<file path="config.mk">
export PLATFORM = sky130hd
export DESIGN_NAME = beat_detector
export DESIGN_NICKNAME = d
export VERILOG_FILES = /design/src/rtl/beat_pkg.sv /design/src/rtl/sat_counter.sv /design/src/rtl/beat_detector.sv
export SDC_FILE = /design/constraint.sdc
export NUM_CORES = 1
export LEC_CHECK = 0
export CORE_ASPECT_RATIO = 1.75
export CORE_MARGIN = 8
export CORE_UTILIZATION = 56
export CTS_CLUSTER_SIZE = 40
export DETAILED_ROUTE_END_ITERATION = 10
export PLACE_DENSITY = 0.88
export SYNTH_ARGS = -nofsm -noshare
export SYNTH_HDL_FRONTEND = slang
export SYNTH_SLANG_ARGS = --single-unit
</file>
<file path="constraint.sdc">
create_clock -name clk -period 2.6 [get_ports clk]
set_clock_uncertainty 0.05 [all_clocks]
set_input_delay 0.52 -clock clk [delete_from_list [all_inputs] [get_ports clk]]
set_output_delay 0.52 -clock clk [all_outputs]
set_load 0.05 [all_outputs]
</file>
<file path="src/rtl/beat_pkg.sv">
// Shared types and default tuning constants for the beat detector.
package beat_pkg;

   typedef enum logic [1:0] {
      SEARCH     = 2'd0,
      ABOVE      = 2'd1,
      REFRACTORY = 2'd2
   } state_t;

   localparam int DEF_SAMPLE_W = 10;
   localparam int DEF_PERIOD_W = 16;
   localparam int DEF_HYST     = 16;
   localparam int DEF_REFRACT  = 50;

endpackage

</file>
<file path="src/rtl/sat_counter.sv">
// Up-counter with synchronous clear (priority) and enable; holds at all-ones.
module sat_counter #(
   parameter int W = 8
) (
   input  logic         clk,
   input  logic         reset,
   input  logic         clear,
   input  logic         enable,
   output logic [W-1:0] count
);

   always_ff @(posedge clk or posedge reset) begin
      if (reset)
         count <= '0;
      else if (clear)
         count <= '0;
      else if (enable && (count != {W{1'b1}}))
         count <= count + W'(1);
   end

endmodule

</file>
<file path="src/rtl/beat_detector.sv">
// Threshold/hysteresis beat detector on a strobed sample stream; reports peak,
// beat-to-beat period in valid samples and a no-beat timeout.
module beat_detector
   import beat_pkg::*;
#(
   parameter int SAMPLE_W = DEF_SAMPLE_W,
   parameter int PERIOD_W = DEF_PERIOD_W,
   parameter int HYST     = DEF_HYST,
   parameter int REFRACT  = DEF_REFRACT
) (
   input  logic                clk,
   input  logic                reset,
   input  logic                sample_valid,
   input  logic [SAMPLE_W-1:0] sample,
   input  logic [SAMPLE_W-1:0] thresh,
   output logic                beat,
   output logic [SAMPLE_W-1:0] peak,
   output logic [PERIOD_W-1:0] period,
   output logic                period_valid,
   output logic                timeout
);

   localparam int RW = $clog2(REFRACT + 1);
   localparam logic [RW-1:0]       REFR_LAST = RW'(REFRACT - 1);
   localparam logic [PERIOD_W-1:0] CNT_MAX   = '1;
   localparam logic [PERIOD_W-1:0] CNT_PRE   = CNT_MAX - PERIOD_W'(1);

   state_t              state, state_nx;
   logic [SAMPLE_W-1:0] run_max;
   logic [SAMPLE_W:0]   lo_diff;
   logic [SAMPLE_W-1:0] lo;
   logic [PERIOD_W-1:0] cnt;
   logic [PERIOD_W-1:0] cnt_inc;
   logic [RW-1:0]       refr_cnt;
   logic                prior;
   logic                beat_evt;
   logic                sat_hit;
   logic                max_ld;
   logic                refr_en;

   assign lo_diff = {1'b0, thresh} - (SAMPLE_W + 1)'(HYST);
   assign lo      = lo_diff[SAMPLE_W] ? '0 : lo_diff[SAMPLE_W-1:0];
   assign cnt_inc = (cnt == CNT_MAX) ? cnt : cnt + PERIOD_W'(1);
   assign refr_en = sample_valid && (state == REFRACTORY);

   sat_counter #(.W(PERIOD_W)) u_interval (
      .clk    (clk),
      .reset  (reset),
      .clear  (beat_evt),
      .enable (sample_valid),
      .count  (cnt)
   );

   sat_counter #(.W(RW)) u_refract (
      .clk    (clk),
      .reset  (reset),
      .clear  (beat_evt),
      .enable (refr_en),
      .count  (refr_cnt)
   );

   always_comb begin
      state_nx = state;
      beat_evt = 1'b0;
      max_ld   = 1'b0;
      sat_hit  = 1'b0;
      if (sample_valid) begin
         case (state)
            SEARCH: begin
               if (sample >= thresh) begin
                  state_nx = ABOVE;
                  max_ld   = 1'b1;
               end
            end
            ABOVE: begin
               if (sample < lo) begin
                  beat_evt = 1'b1;
                  state_nx = REFRACTORY;
               end else if (sample > run_max) begin
                  max_ld = 1'b1;
               end
            end
            REFRACTORY: begin
               if (refr_cnt == REFR_LAST)
                  state_nx = SEARCH;
            end
            default: state_nx = SEARCH;
         endcase
         // Timeout fires only on the sample that takes cnt into saturation,
         // so a later pulse can still be detected and clear it.
         if (!beat_evt && (cnt == CNT_PRE)) begin
            sat_hit  = 1'b1;
            state_nx = SEARCH;
         end
      end
   end

   always_ff @(posedge clk or posedge reset) begin
      if (reset) begin
         state        <= SEARCH;
         run_max      <= '0;
         beat         <= 1'b0;
         peak         <= '0;
         period       <= '0;
         period_valid <= 1'b0;
         timeout      <= 1'b0;
         prior        <= 1'b0;
      end else begin
         state <= state_nx;
         beat  <= beat_evt;
         if (max_ld)
            run_max <= sample;
         if (beat_evt) begin
            peak    <= run_max;
            timeout <= 1'b0;
            prior   <= 1'b1;
            if (prior) begin
               period       <= cnt_inc;
               period_valid <= 1'b1;
            end
         end else if (sat_hit) begin
            timeout      <= 1'b1;
            period_valid <= 1'b0;
            prior        <= 1'b0;
         end
      end
   end

endmodule

</file>
==> flow_metrics.tcl <==
set metrics [dict create \
    status "finished, violations left" \
    violations "negative setup slack" \
    ioPinCount 52 \
    ir_drop_uv 671 \
    cts_tree "done" \
    required_ps 2780 \
    ant_nets 0 \
    synth_edf_count 0 \
    p_seq_share_pct 29.0 \
    post-route-util_pct 85.7 \
    synth_top_cells_by_count "dfrtp_1, ha_1, inv_1" \
    numCtsBuffers 9 \
    worstSetupPathType "primary input to flop" \
    leakage_nw 2.66 \
    synth.avg_cell_area_sq_um 10.0 \
    grt_overflow 0 \
    io_buffers 51 \
    insertion_delay_ps 350 \
    worst_hold_slack_ps 462 \
    fp.dieW_um 79.4 \
    syn_nets 451 \
    antenna_found_initial 0 \
    initial_utilization_pct 57.5 \
    clock_sinks 64 \
    cp-start-kind "primary input" \
    antenna_cells 0 \
    register_area_sq_mm 0.00160 \
    dr_total_vias 4333 \
    synth_top_area_share_pct 40.6 \
    worstMarginPinSlew_ps 970 \
    drv_cap 0 \
    hold_class "flop to flop" \
    drv_slew 0 \
    yosysWarningCount 0 \
    slew_headroom_pct 34.8 \
    grt_max_degree 65 \
    grt_pass1_vias 4167 \
    place_ws_ps -1310 \
    critPathCaptureType "flop" \
    hold_viol 0 \
    yosysSeqAreaShare_pct 40.6 \
    path_max_fanout 5 \
    yosysTopAreaCell "dfrtp_1" \
    die_y_um 127 \
    power_switching_share_pct 44.8 \
    coreArea_sq_mm 0.00686 \
    design_area_sq_mm 0.00588 \
    ys_async_sr_fraction_pct 100 \
    root_buffer "clkbuf_16" \
    intPower_mw 3.50 \
    fin_nets 574 \
    num-fill-cells 288 \
    cts_max_level 3 \
    wirelength_um 17900 \
    fin_cells 605 \
    switchingPower_mw 2.84 \
    grt_util_all_layers_pct 30.8 \
    synth_cell_type_count 56 \
    row_count 40 \
    drive_gt1_share_pct 34.7 \
    vias_per_cell 7.16 \
    drtIter0Drc 475 \
    finalSetupViolCount 64 \
    setup_slack_ps -1010 \
    place_area_sq_mm 0.00512 \
    gp_congestion 0.938 \
    cts_buffer_depth 2 \
    pwr-share-comb_pct 53.0 \
    synth.most_common_cell "dfrtp_1" \
    synthCells 394 \
    ys_ff_latch 64 \
    syn_area_sq_mm 0.00394 \
    fin_crit_sh_pct 139 \
    rsz0062_at_grt "true" \
    clock_power_share_pct 18.0 \
    die_area_sq_mm 0.0101 \
    power_density_mw_per_mm2 1080 \
    fmax_mhz 277 \
    wl_per_cell_um 29.7 \
    dominantRegCellSynth "dfrtp_1" \
    min_period_ps 3610 \
    syn_to_final_growth_pct 49.2 \
    drc 0 \
    firstDrtPassIters 9 \
    grt_pass1_wl_um 23500 \
    clk_pin_slew_worst_paths_ps 60 \
    dp.cells 573 \
    dp_hpwl_um 8580 \
    synth_area_leaders "dfrtp_1, ha_1, mux2_2" \
    cp.arrival_ps 3790 \
    multi_input_area_sq_mm 0.00256 \
]
-- sequential cells by signal (all words and copies together), names as in the netlist --
register          flops
period               16
u_interval.count     16
peak                 10
run_max              10
u_refract.count       6
state                 2
beat                  1
period_valid          1
prior                 1
timeout               1
-- power by group through the flow --
stage	Combinational (mW)	Sequential [mW]	Clock, mW
6_report	3.36	1.84	1.14
2_1_floorplan	1.17	2.37	0
4_1_cts	2.96	1.74	1.12
3_5_place_dp	2.78	1.74	0
5_1_grt	3.49	1.85	1.19
3_3_place_gp	2.67	1.71	0
-- per-layer routing --
metal  track usage, %  vias to the layer above  wire length (um)
li1                 -                     1672                 -
met4             19.1                        0              1470
met2             51.7                      438              8610
met3             7.14                      131              2000
met5                0                        -                 0
met1             33.7                     2092              5860
-- cell families after synthesis --
kind of cell | Yosys count | share of synthesized area (%)
and+or+nand+nor | 113 | 14.8
muxes | 27 | 8.32
buffers and inverters | 45 | 5.02
adders and majority gates | 34 | 10.8
DFF | 64 | 40.6
AOI/OAI and AO/OA | 93 | 16.4
xor gates and xnor gates | 18 | 4.00
-- critical path: stages --
cell and delay (ps):
clkdlybuf4s50_1 530, inv_1 110, ha_1 310, nor3b_1 270
nor2_1 100, nor4_1 800, buf_4 260, a21oi_1 140
a22oi_4 210, buf_8 190, mux2_4 330
-- what timing repair did --
item                                    4_1_cts  5_1_grt
endpoints found under the setup margin       64       64
hold buffers                                  0        0
cloned                                        1        1
pin swaps                                    11       10
setup buffers                                12        6
resized for setup                            60       36
-- stage by stage --
| step | TNS, ps | power (mW) |
|---|---|---|
| 2_1_floorplan | -23060 | 3.55 |
| 3_3_place_gp | -67790 | 4.38 |
| 3_5_place_dp | -74260 | 4.52 |
| 4_1_cts | -22850 | 5.82 |
| 5_1_grt | -47440 | 6.52 |
| 6_report | -41850 | 6.34 |
-- worst paths after layout --
check                           start          to  slack, ps  depth (start not counted)
setup / recovery            sample[0]  run_max[7]      -1010                         11
setup reg to reg           run_max[2]  run_max[7]       -350                         10
hold / removal              period[0]   period[0]        460                          1
hold reg to reg             period[0]   period[0]        460                          1
min in group asynchronous       reset     peak[4]        490                          3
max in group asynchronous       reset       prior       1700                          3
-- cell usage in the layout (no fill, tap or decap), types with 4 or more instances in the layout --
| cell type | instances |
|---|---|
| a21oi_1 | 8 |
| a21oi_2 | 12 |
| a22o_1 | 4 |
| a41oi_2 | 8 |
| and3_1 | 9 |
| buf_12 | 4 |
| buf_4 | 60 |
| buf_6 | 8 |
| buf_8 | 5 |
| clkbuf_1 | 4 |
| clkbuf_16 | 10 |
| clkdlybuf4s50_1 | 45 |
| dfrtp_1 | 64 |
| ha_1 | 30 |
| ha_4 | 4 |
| inv_1 | 26 |
| mux2_2 | 5 |
| mux2_4 | 20 |
| nand2_1 | 23 |
| nand2b_1 | 5 |
| nand3_1 | 15 |
| nand4_1 | 8 |
| nor2_1 | 24 |
| o211ai_1 | 4 |
| o21ai_0 | 10 |
| o21ai_1 | 7 |
| xnor2_1 | 10 |
| xor2_1 | 8 |
-- area by class of cell --
class                           count  share of cell area [%]
Multi-Input combinational cell    285                    43.6
Sequential cell                    64                    27.2
Timing Repair Buffer              127                    20.6
Clock buffer                       15                    4.56
Inverter                           30                    2.26
Tap cell                           84                    1.79
No activity file was read; power rests on OpenSTA's default activity.
